==> src/rtl/mul_pkg.sv <==
// Shared encodings for the iterative multiplier: operation modes, FSM states
// and the radix legality rule.
package mul_pkg;

    localparam logic [1:0] MODE_MUL   = 2'b00;
    localparam logic [1:0] MODE_MLA   = 2'b01;
    localparam logic [1:0] MODE_UMULL = 2'b10;
    localparam logic [1:0] MODE_SMULL = 2'b11;

    localparam logic [1:0] ST_IDLE   = 2'b00;
    localparam logic [1:0] ST_RUN    = 2'b01;
    localparam logic [1:0] ST_FINISH = 2'b10;

    function automatic bit step_legal(input int step, input int width);
        return ((step == 1) || (step == 2) || (step == 4)) && ((width % step) == 0);
    endfunction

endpackage

==> src/rtl/mul_step.sv <==
// One radix-2^STEP iteration: adds mcand * mbits into the running accumulator.
module mul_step
    import mul_pkg::*;
#(
    parameter int WIDTH = 32,
    parameter int STEP  = 1
) (
    input  logic [2*WIDTH-1:0] i_mcand,
    input  logic [STEP-1:0]    i_mbits,
    input  logic [2*WIDTH-1:0] i_acc,
    output logic [2*WIDTH-1:0] o_acc
);

    logic [2*WIDTH-1:0] w_sum;

    // Shift-and-add over the multiplier bits retired this cycle.
    always_comb begin
        w_sum = i_acc;
        for (int i = 0; i < STEP; i++) begin
            if (i_mbits[i]) begin
                w_sum = w_sum + (i_mcand << i);
            end else begin
                w_sum = w_sum;
            end
        end
    end

    assign o_acc = w_sum;

endmodule

==> src/rtl/iter_multiplier.sv <==
// Iterative MUL/MLA/UMULL/SMULL unit: IDLE -> RUN (WIDTH/STEP cycles) -> FINISH,
// with sign and accumulate correction applied in FINISH and all outputs registered.
module iter_multiplier
    import mul_pkg::*;
#(
    parameter int WIDTH = 32,
    parameter int STEP  = 1
) (
    input  logic             clk,
    input  logic             reset,
    input  logic             start,
    input  logic [1:0]       mode,
    input  logic [WIDTH-1:0] a,
    input  logic [WIDTH-1:0] b,
    input  logic [WIDTH-1:0] acc,
    output logic             busy,
    output logic             done,
    output logic [WIDTH-1:0] result_lo,
    output logic [WIDTH-1:0] result_hi,
    output logic [1:0]       flags
);

    localparam int N  = WIDTH / STEP;
    localparam int CW = $clog2(N + 1);
    localparam logic [CW-1:0]      CNT_INIT = CW'(N);
    localparam logic [CW-1:0]      CNT_ONE  = CW'(1);
    localparam logic [WIDTH-1:0]   ONE_W    = WIDTH'(1);
    localparam logic [2*WIDTH-1:0] ONE_2W   = (2 * WIDTH)'(1);

    if (!step_legal(STEP, WIDTH)) begin : g_step_check
        $error("iter_multiplier: STEP must be 1, 2 or 4 and divide WIDTH");
    end

    logic [1:0]         r_state;
    logic [CW-1:0]      r_count;
    logic [1:0]         r_mode;
    logic               r_sign;
    logic [2*WIDTH-1:0] r_mcand;
    logic [WIDTH-1:0]   r_mplier;
    logic [2*WIDTH-1:0] r_prod;
    logic [WIDTH-1:0]   r_acc;
    logic               r_busy;
    logic               r_done;
    logic [WIDTH-1:0]   r_lo;
    logic [WIDTH-1:0]   r_hi;
    logic [1:0]         r_flags;

    logic [WIDTH-1:0]   w_opa;
    logic [WIDTH-1:0]   w_opb;
    logic               w_sign;
    logic [2*WIDTH-1:0] w_step_sum;
    logic [2*WIDTH-1:0] w_full;
    logic [WIDTH-1:0]   w_lo;
    logic [WIDTH-1:0]   w_hi;
    logic [1:0]         w_flags;

    // SMULL runs on magnitudes; the most negative value negates onto itself,
    // which is exactly its unsigned magnitude.
    always_comb begin
        w_opa  = a;
        w_opb  = b;
        w_sign = 1'b0;
        if (mode == MODE_SMULL) begin
            w_opa  = a[WIDTH-1] ? (~a + ONE_W) : a;
            w_opb  = b[WIDTH-1] ? (~b + ONE_W) : b;
            w_sign = a[WIDTH-1] ^ b[WIDTH-1];
        end else begin
            w_opa  = a;
            w_opb  = b;
            w_sign = 1'b0;
        end
    end

    mul_step #(
        .WIDTH (WIDTH),
        .STEP  (STEP)
    ) u_step (
        .i_mcand (r_mcand),
        .i_mbits (r_mplier[STEP-1:0]),
        .i_acc   (r_prod),
        .o_acc   (w_step_sum)
    );

    // Per-mode correction of the raw magnitude product and flag derivation.
    always_comb begin
        w_full  = r_sign ? (~r_prod + ONE_2W) : r_prod;
        w_lo    = w_full[WIDTH-1:0];
        w_hi    = {WIDTH{1'b0}};
        w_flags = 2'b00;
        case (r_mode)
            MODE_MUL: begin
                w_lo    = w_full[WIDTH-1:0];
                w_hi    = {WIDTH{1'b0}};
                w_flags = {w_lo[WIDTH-1], (w_lo == {WIDTH{1'b0}})};
            end
            MODE_MLA: begin
                w_lo    = w_full[WIDTH-1:0] + r_acc;
                w_hi    = {WIDTH{1'b0}};
                w_flags = {w_lo[WIDTH-1], (w_lo == {WIDTH{1'b0}})};
            end
            MODE_UMULL, MODE_SMULL: begin
                w_lo    = w_full[WIDTH-1:0];
                w_hi    = w_full[2*WIDTH-1:WIDTH];
                w_flags = {w_hi[WIDTH-1], (w_full == {(2 * WIDTH){1'b0}})};
            end
            default: begin
                w_lo    = {WIDTH{1'b0}};
                w_hi    = {WIDTH{1'b0}};
                w_flags = 2'b00;
            end
        endcase
    end

    // FSM, iteration datapath and registered result outputs.
    always_ff @(posedge clk) begin
        if (reset) begin
            r_state  <= ST_IDLE;
            r_count  <= {CW{1'b0}};
            r_mode   <= 2'b00;
            r_sign   <= 1'b0;
            r_mcand  <= {(2 * WIDTH){1'b0}};
            r_mplier <= {WIDTH{1'b0}};
            r_prod   <= {(2 * WIDTH){1'b0}};
            r_acc    <= {WIDTH{1'b0}};
            r_busy   <= 1'b0;
            r_done   <= 1'b0;
            r_lo     <= {WIDTH{1'b0}};
            r_hi     <= {WIDTH{1'b0}};
            r_flags  <= 2'b00;
        end else begin
            r_done <= 1'b0;
            case (r_state)
                ST_IDLE: begin
                    if (start) begin
                        r_mode   <= mode;
                        r_sign   <= w_sign;
                        r_mcand  <= {{WIDTH{1'b0}}, w_opa};
                        r_mplier <= w_opb;
                        r_acc    <= (mode == MODE_MLA) ? acc : {WIDTH{1'b0}};
                        r_prod   <= {(2 * WIDTH){1'b0}};
                        r_count  <= CNT_INIT;
                        r_busy   <= 1'b1;
                        r_state  <= ST_RUN;
                    end else begin
                        r_state <= ST_IDLE;
                    end
                end
                ST_RUN: begin
                    r_prod   <= w_step_sum;
                    r_mplier <= r_mplier >> STEP;
                    r_mcand  <= r_mcand << STEP;
                    r_count  <= r_count - CNT_ONE;
                    if (r_count == CNT_ONE) begin
                        r_state <= ST_FINISH;
                    end else begin
                        r_state <= ST_RUN;
                    end
                end
                ST_FINISH: begin
                    r_lo    <= w_lo;
                    r_hi    <= w_hi;
                    r_flags <= w_flags;
                    r_done  <= 1'b1;
                    r_busy  <= 1'b0;
                    r_state <= ST_IDLE;
                end
                default: begin
                    r_busy  <= 1'b0;
                    r_state <= ST_IDLE;
                end
            endcase
        end
    end

    assign busy      = r_busy;
    assign done      = r_done;
    assign result_lo = r_lo;
    assign result_hi = r_hi;
    assign flags     = r_flags;

endmodule

==> config.mk <==
export PLATFORM = sky130hd
export DESIGN_NAME = iter_multiplier
export DESIGN_NICKNAME = d
export VERILOG_FILES = /design/src/rtl/mul_pkg.sv /design/src/rtl/mul_step.sv /design/src/rtl/iter_multiplier.sv
export SDC_FILE = /design/constraint.sdc
export NUM_CORES = 1
export LEC_CHECK = 0
export ABC_CLOCK_PERIOD_IN_PS = 5700
export CAP_MARGIN = 20
export CORE_MARGIN = 2
export CORE_UTILIZATION = 25
export DETAILED_ROUTE_END_ITERATION = 12
export GPL_ROUTABILITY_DRIVEN = 0
export PLACE_DENSITY = 0.48
export SLEW_MARGIN = 10
export SYNTH_ARGS = -nofsm -noshare
export SYNTH_HDL_FRONTEND = slang
export SYNTH_SLANG_ARGS = --single-unit
==> constraint.sdc <==
create_clock -name clk -period 5.7 [get_ports clk]
set_input_delay 1.425 -clock clk [delete_from_list [all_inputs] [get_ports clk]]
set_output_delay 1.425 -clock clk [all_outputs]
set_load 0.05 [all_outputs]
After elaboration in Yosys (flattened, before gate mapping)
Cells that the tools add are included.

word-level totals
  output and inout port bits = 68
  flip-flop bits (word level) = 271
  input bits = 101
  logic and storage cells = 72

cells by class
  equality and inequality tests = 10
  add/sub/neg operators = 6
  muxes and demuxes = 25
  reductions and logical operators = 13
  bitwise gates (word level) = 5

operator list
  cell                                                                    count
  64-bit 2-to-1 mux                                                       4
  64-bit case mux with 2 select lines                                     2
  32-bit 2-to-1 mux                                                       6
  32-bit case mux with 2 select lines                                     3
  32-bit by 1-bit adder with 32-bit output (second input constant)        2
  64-bit by 1-bit adder with 64-bit output (second input constant)        1
  64-bit adder                                                            1
  32-bit zero test                                                        2
  64-bit zero test                                                        1
  32-bit inverter                                                         2
  64-bit inverter                                                         1
  32-bit adder                                                            1
  6-bit case mux with 2 select lines                                      1
  2-bit equality test (second input constant)                             4
  2-bit by 1-bit equality test with 1-bit output (second input constant)  3
  6-bit by 1-bit equality test with 1-bit output (second input constant)  1
  6-bit 2-to-1 mux                                                        1
  2-bit case mux with 3 select lines                                      1
  2-bit AND reduction                                                     3
  6-bit by 1-bit subtractor with 6-bit output (second input constant)     1
  2-bit zero test                                                         2
  1-bit 2-to-1 mux                                                        4
  2-bit inequality test (second input constant)                           2
  2-bit case mux with 2 select lines                                      1
  other kinds (8)                                                         9

Depth between registers and ports, before layout
  depth in word-level cells = 6
  mapped depth = 19
  mapped depth without buffers = 19

Hierarchy
A second synthesis with hierarchy kept.

second synthesis, totals
  cells, all modules = 2489
  area total of the unflattened synthesis = 19491.2 um^2

modules (own cells, without submodules)
  module           seq. area each (um^2)  instances  cells each  area an instance (um^2)
  iter_multiplier  5425.2                 1          1824        14839.2
  mul_step         0.0                    1          665         4652.0

Least setup slack after synthesis
OpenSTA, ideal clock, no wires.

  path type = reg-to-reg
  start = reg r_prod[3]
  end = reg r_flags[0], in the netlist flags[0]
  setup time = 101 ps
  data required time = 5599 ps
  stages on the path, launching flop included = 19
  path slack = 428 ps
  arrival time = 5171 ps
  path through = dfxtp_1 -> or3_1 -> clkbuf_1 -> or4_1 -> clkbuf_1 -> o41ai_1 -> xnor2_1 -> ha_1 -> clkbuf_1 -> nand2_1 -> or4_1 -> nand2b_1 -> a21o_1 -> and3_1 -> xnor2_1 -> or4b_2 -> nor4bb_1 -> nand4b_1 -> o41ai_1

on the way
  word-level cells in the longest chain between the ends = 6
  elaborated cells on any way between the ends = 8
  those cells by class = add/sub (2); mux (2); bitwise (1); reduce/logical (3)

ends and longest elaborated chain
  element                                   line                    text
  start: declaration                        iter_multiplier.sv:40   logic [2*WIDTH-1:0] r_prod;
  start signal: assignment                  iter_multiplier.sv:123  r_prod <= {(2 * WIDTH){1'b0}};
  start signal: assignment                  iter_multiplier.sv:140  r_prod <= {(2 * WIDTH){1'b0}};
  start signal: assignment                  iter_multiplier.sv:149  r_prod <= w_step_sum;
  64-bit inverter                           iter_multiplier.sv:86   w_full = r_sign ? (~r_prod + ONE_2W) : r_prod;
  64-bit by 1-bit adder with 64-bit output  iter_multiplier.sv:86
  64-bit 2-to-1 mux (*)                     iter_multiplier.sv:86
  32-bit adder                              iter_multiplier.sv:97   w_lo = w_full[WIDTH-1:0] + r_acc;
  32-bit zero test                          iter_multiplier.sv:99   w_flags = {w_lo[WIDTH-1], (w_lo == {WIDTH{1'b0}})};
  2-bit case mux with 3 select lines (*)    iter_multiplier.sv:90   case (r_mode)
  end signal: assignment                    iter_multiplier.sv:162  r_flags <= w_flags;
  end: declaration                          iter_multiplier.sv:46   logic [1:0] r_flags;

Mark *: on every way between the ends. The rest lies on a longest branch, timed or not.
A chain may end at the register's enable or synchronous reset.

Worst setup path after layout
  start = reg r_prod[6]
  end = reg r_flags[0], in the netlist flags[0]

Same word-level chain as after synthesis.

==> results.md <==
* Status: finished, final reports clean
* Pint at ~3.7 mW
* Hold_ws at roughly 460 ps
* Synth Cell Area at between 15000 and 20000 sq um
* Fin worst setup slack at 302.1 ps
* CP Capture Type: flip-flop
* Clock Latency Late Sink at approximately 560 ps
* Dpl cell area at 20910 sq um
* Combinational group share of total power at 14.0%
* Largest net degree at the start of global routing at 86
* Util after Layout at about 30%
* Clk sinks at between 200 and 300
* Library cells used by synthesis at between 70 and 80
* Die Y at 275.4 um
* Layout Cells excl Fill at between 3000 and 4000
* Flop pwr share at between 30% and 40%
* Initial Util at 25.23%
* Vias in the first global route at about 17000
* Total Routing Usage GR at 16.01%
* Share of cells above drive strength 1 at about 5.4%
* Setup TNS at 0 ps
* Place WS at 199.5 ps
* Post-DP HPWL at between 40000 and 50000 um
* Syn avg cell area at 7.921 sq um
* Hold Buf Count CTS at 0
* # port buffers at ~170
* Sw Share at between 20 and 30%
* Drt drc at 0
* Post-synth EDFFs at 0
* WL per Instance at 18.47 um
* Worst EP arrival at 5850 ps
* Ys flop type: dfxtp_1
* Clock transition at path regs at 60 ps
* Synth Warn # at 0
* Skew final at roughly 38 ps
* DRT Pass-1 Iters at 5
* Clock share of power at ~46%
* Max_slew headroom at between 30% and 40%
* Max Transition Viols Final at 0
* Worst min-delay path category: flip-flop to flip-flop
* Drt first-iter violations at 1311
* Layout area overhead at 20.55%
* CTS tree: done
* Post-synthesis sequential area ratio at around 30%
* Critical Path RT at 6150 ps
* Endpoints failing hold at 0
* Routed wire length at roughly 62000 um
* Final count of negative-setup-slack endpoints at 0
* Crit-path max FO at 14
* FMAX at 0.1853 GHz
* Initial antenna violation count at 11
* Register Area at between 5000 and 6000 sq um
* Crit path time final at 5398 ps
* Final instance area at approximately 22000 sq um
* Net load switching power at roughly 1.4 mW
* Core Box Area at approximately 73000 sq um
* Routed via count at roughly 18000
* Critical path type: flip-flop to flip-flop
* Cells after DPL at ~3300
* Layout Nets at approximately 2600
* H-tree depth at 2
* FP Rows at 99
* Fraction of registers with async set/reset at 0%
* Mapped Cells at about 2300
* Buffer depth of the longest clock path at 3
* Io pins at 169
* Tot Pwr at approximately 5.1 mW
* Die area at 75820 sq um
* Area of the multi-input gates at 12230 sq um
* GR Overflow Total at 0
* Syn_nets at between 2000 and 3000
* Layout fillers at around 7700
* Worst VDD drop at 157.9 uV
* Maximum capacitance violations at 0
* First-pass GRT wire length at roughly 97000 um
* Fin crit share at between 90% and 100%
* Synth Register Bits at approximately 270
* Pleak at 8.591 nW
* Pwr/cell area at roughly 230 nW/um^2
* CP Launch Type: flip-flop
* CTS buffer count at 36
* Vias per cell at 5.269
* Clock root cell: clkbuf_16
* Final ANT Viol Nets at 0
* Worst-margin pin slew at around 950 ps
* Chip Width at ~280 um
power by group through the flow:
stage / Sequential [mW] / Clock (mW) / Combinational [mW]
after global placement: 2.06 / 0 / 0.698
after detailed placement: 2.06 / 0 / 0.706
final: 2.02 / 2.36 / 0.710
after global routing: 2.03 / 2.50 / 0.779
after floorplan: 2.04 / 0 / 0.459
after CTS: 2.02 / 2.44 / 0.708
what timing repair did:
action                     in CTS  in global routing
setup endpoints to repair       0                  1
gates resized for setup         0                  7
setup buffers                   0                  1
critical path, cell delays in order (launching register included):
cell and delay (ps):
dfxtp_1 370, or3_1 450, or4_1 570, buf_4 230, or2_2 330, nand2_1 110, xor2_2 180, inv_1 60
ha_2 380, nand2_1 120, nor2_1 190, nand3_1 150, a2111o_1 390, and3_1 230, xnor2_1 140, or4b_2 660
nor4bb_1 300, nand4b_1 150, o41ai_1 270
sequential cells by signal, indices dropped and copies added (netlist names):
signal and flops:
busy 1, r_prod 64, r_sign 1, r_mcand 64
result_lo 32, r_state 2, flags 2, r_count 6
r_mplier 32, done 1, result_hi 32, r_acc 32
r_mode 2
synthesized netlist by cell type (all sizes together), types with 14 or more instances:
cell	instances	area (sq um)
dfxtp	271	5425
nor2	270	1013
a21oi	174	870.8
clkbuf	155	583.1
nand2	152	570.6
o21ai	142	710.7
xnor2	138	1209
ha	106	1326
a22oi	101	758.2
xor2	66	578.1
a21o	60	450.4
nor3	53	265.3
inv	52	195.2
a22o	47	411.6
nand3	39	195.2
a211oi	35	262.8
o31ai	34	255.2
a222oi	28	280.3
o41ai	27	251.5
or3	26	162.7
nand2b	23	143.9
nand4	23	143.9
and2	21	131.4
a31oi	20	125.1
nor4	20	125.1
or4	20	161.4
and3	18	112.6
o21bai	16	120.1
a311oi	15	131.4
o211ai	14	105.1
logic make-up (layout without fill, tap and decap cells):
logic type,count (synthesis),count (layout),synth area share (%)
AOI/OAI and AO/OA,790,790,29.33
and+or+nand+nor,726,726,18.98
DFF,271,271,29.47
buffers and inverters,213,310,4.438
xor gates and xnor gates,204,204,9.706
adders and majority gates,108,108,7.422
muxes,12,12,0.6593
other,0,3,0
final timing paths:
check,start,end,slack (ps),depth (start not counted)
max reg2reg,r_prod[6],flags[0],300,18
max,r_prod[6],flags[0],300,18
min,result_lo[2],result_lo[2],460,2
min reg2reg,result_lo[2],result_lo[2],460,2
cell usage in the layout, fill, tap and decap left out, types with 36 or more instances in the layout:
master and instances:
a21oi_1 174, nand2_1 151, clkbuf_16 36, dfxtp_1 270, a21o_1 60, nand3_1 39
xnor2_1 138, nor3_1 53, nor2_1 266, ha_1 102, a22o_1 47, xor2_1 65
clkdlybuf4s50_1 167, o21ai_0 140, a22oi_1 101, inv_1 52
routing by layer:
metal / GRT usage (%) / share of wire [%]
met5: 0 / 0.16
met4: 4.595 / 2.5
met3: 2.801 / 5.7
met2: 25.62 / 44
met1: 21.97 / 47
layout make-up:
cell class                 count  area share, %
clock buffer                  46          4.454
clock inverter                15          1.009
antenna                        3        0.03383
timing repair buffer         197          8.654
tap                          959          5.407
inverter                      52         0.8795
sequential                   271          24.45
multi-input combinational   1840          55.11
Note: power is estimated with default switching activity, not from simulation.
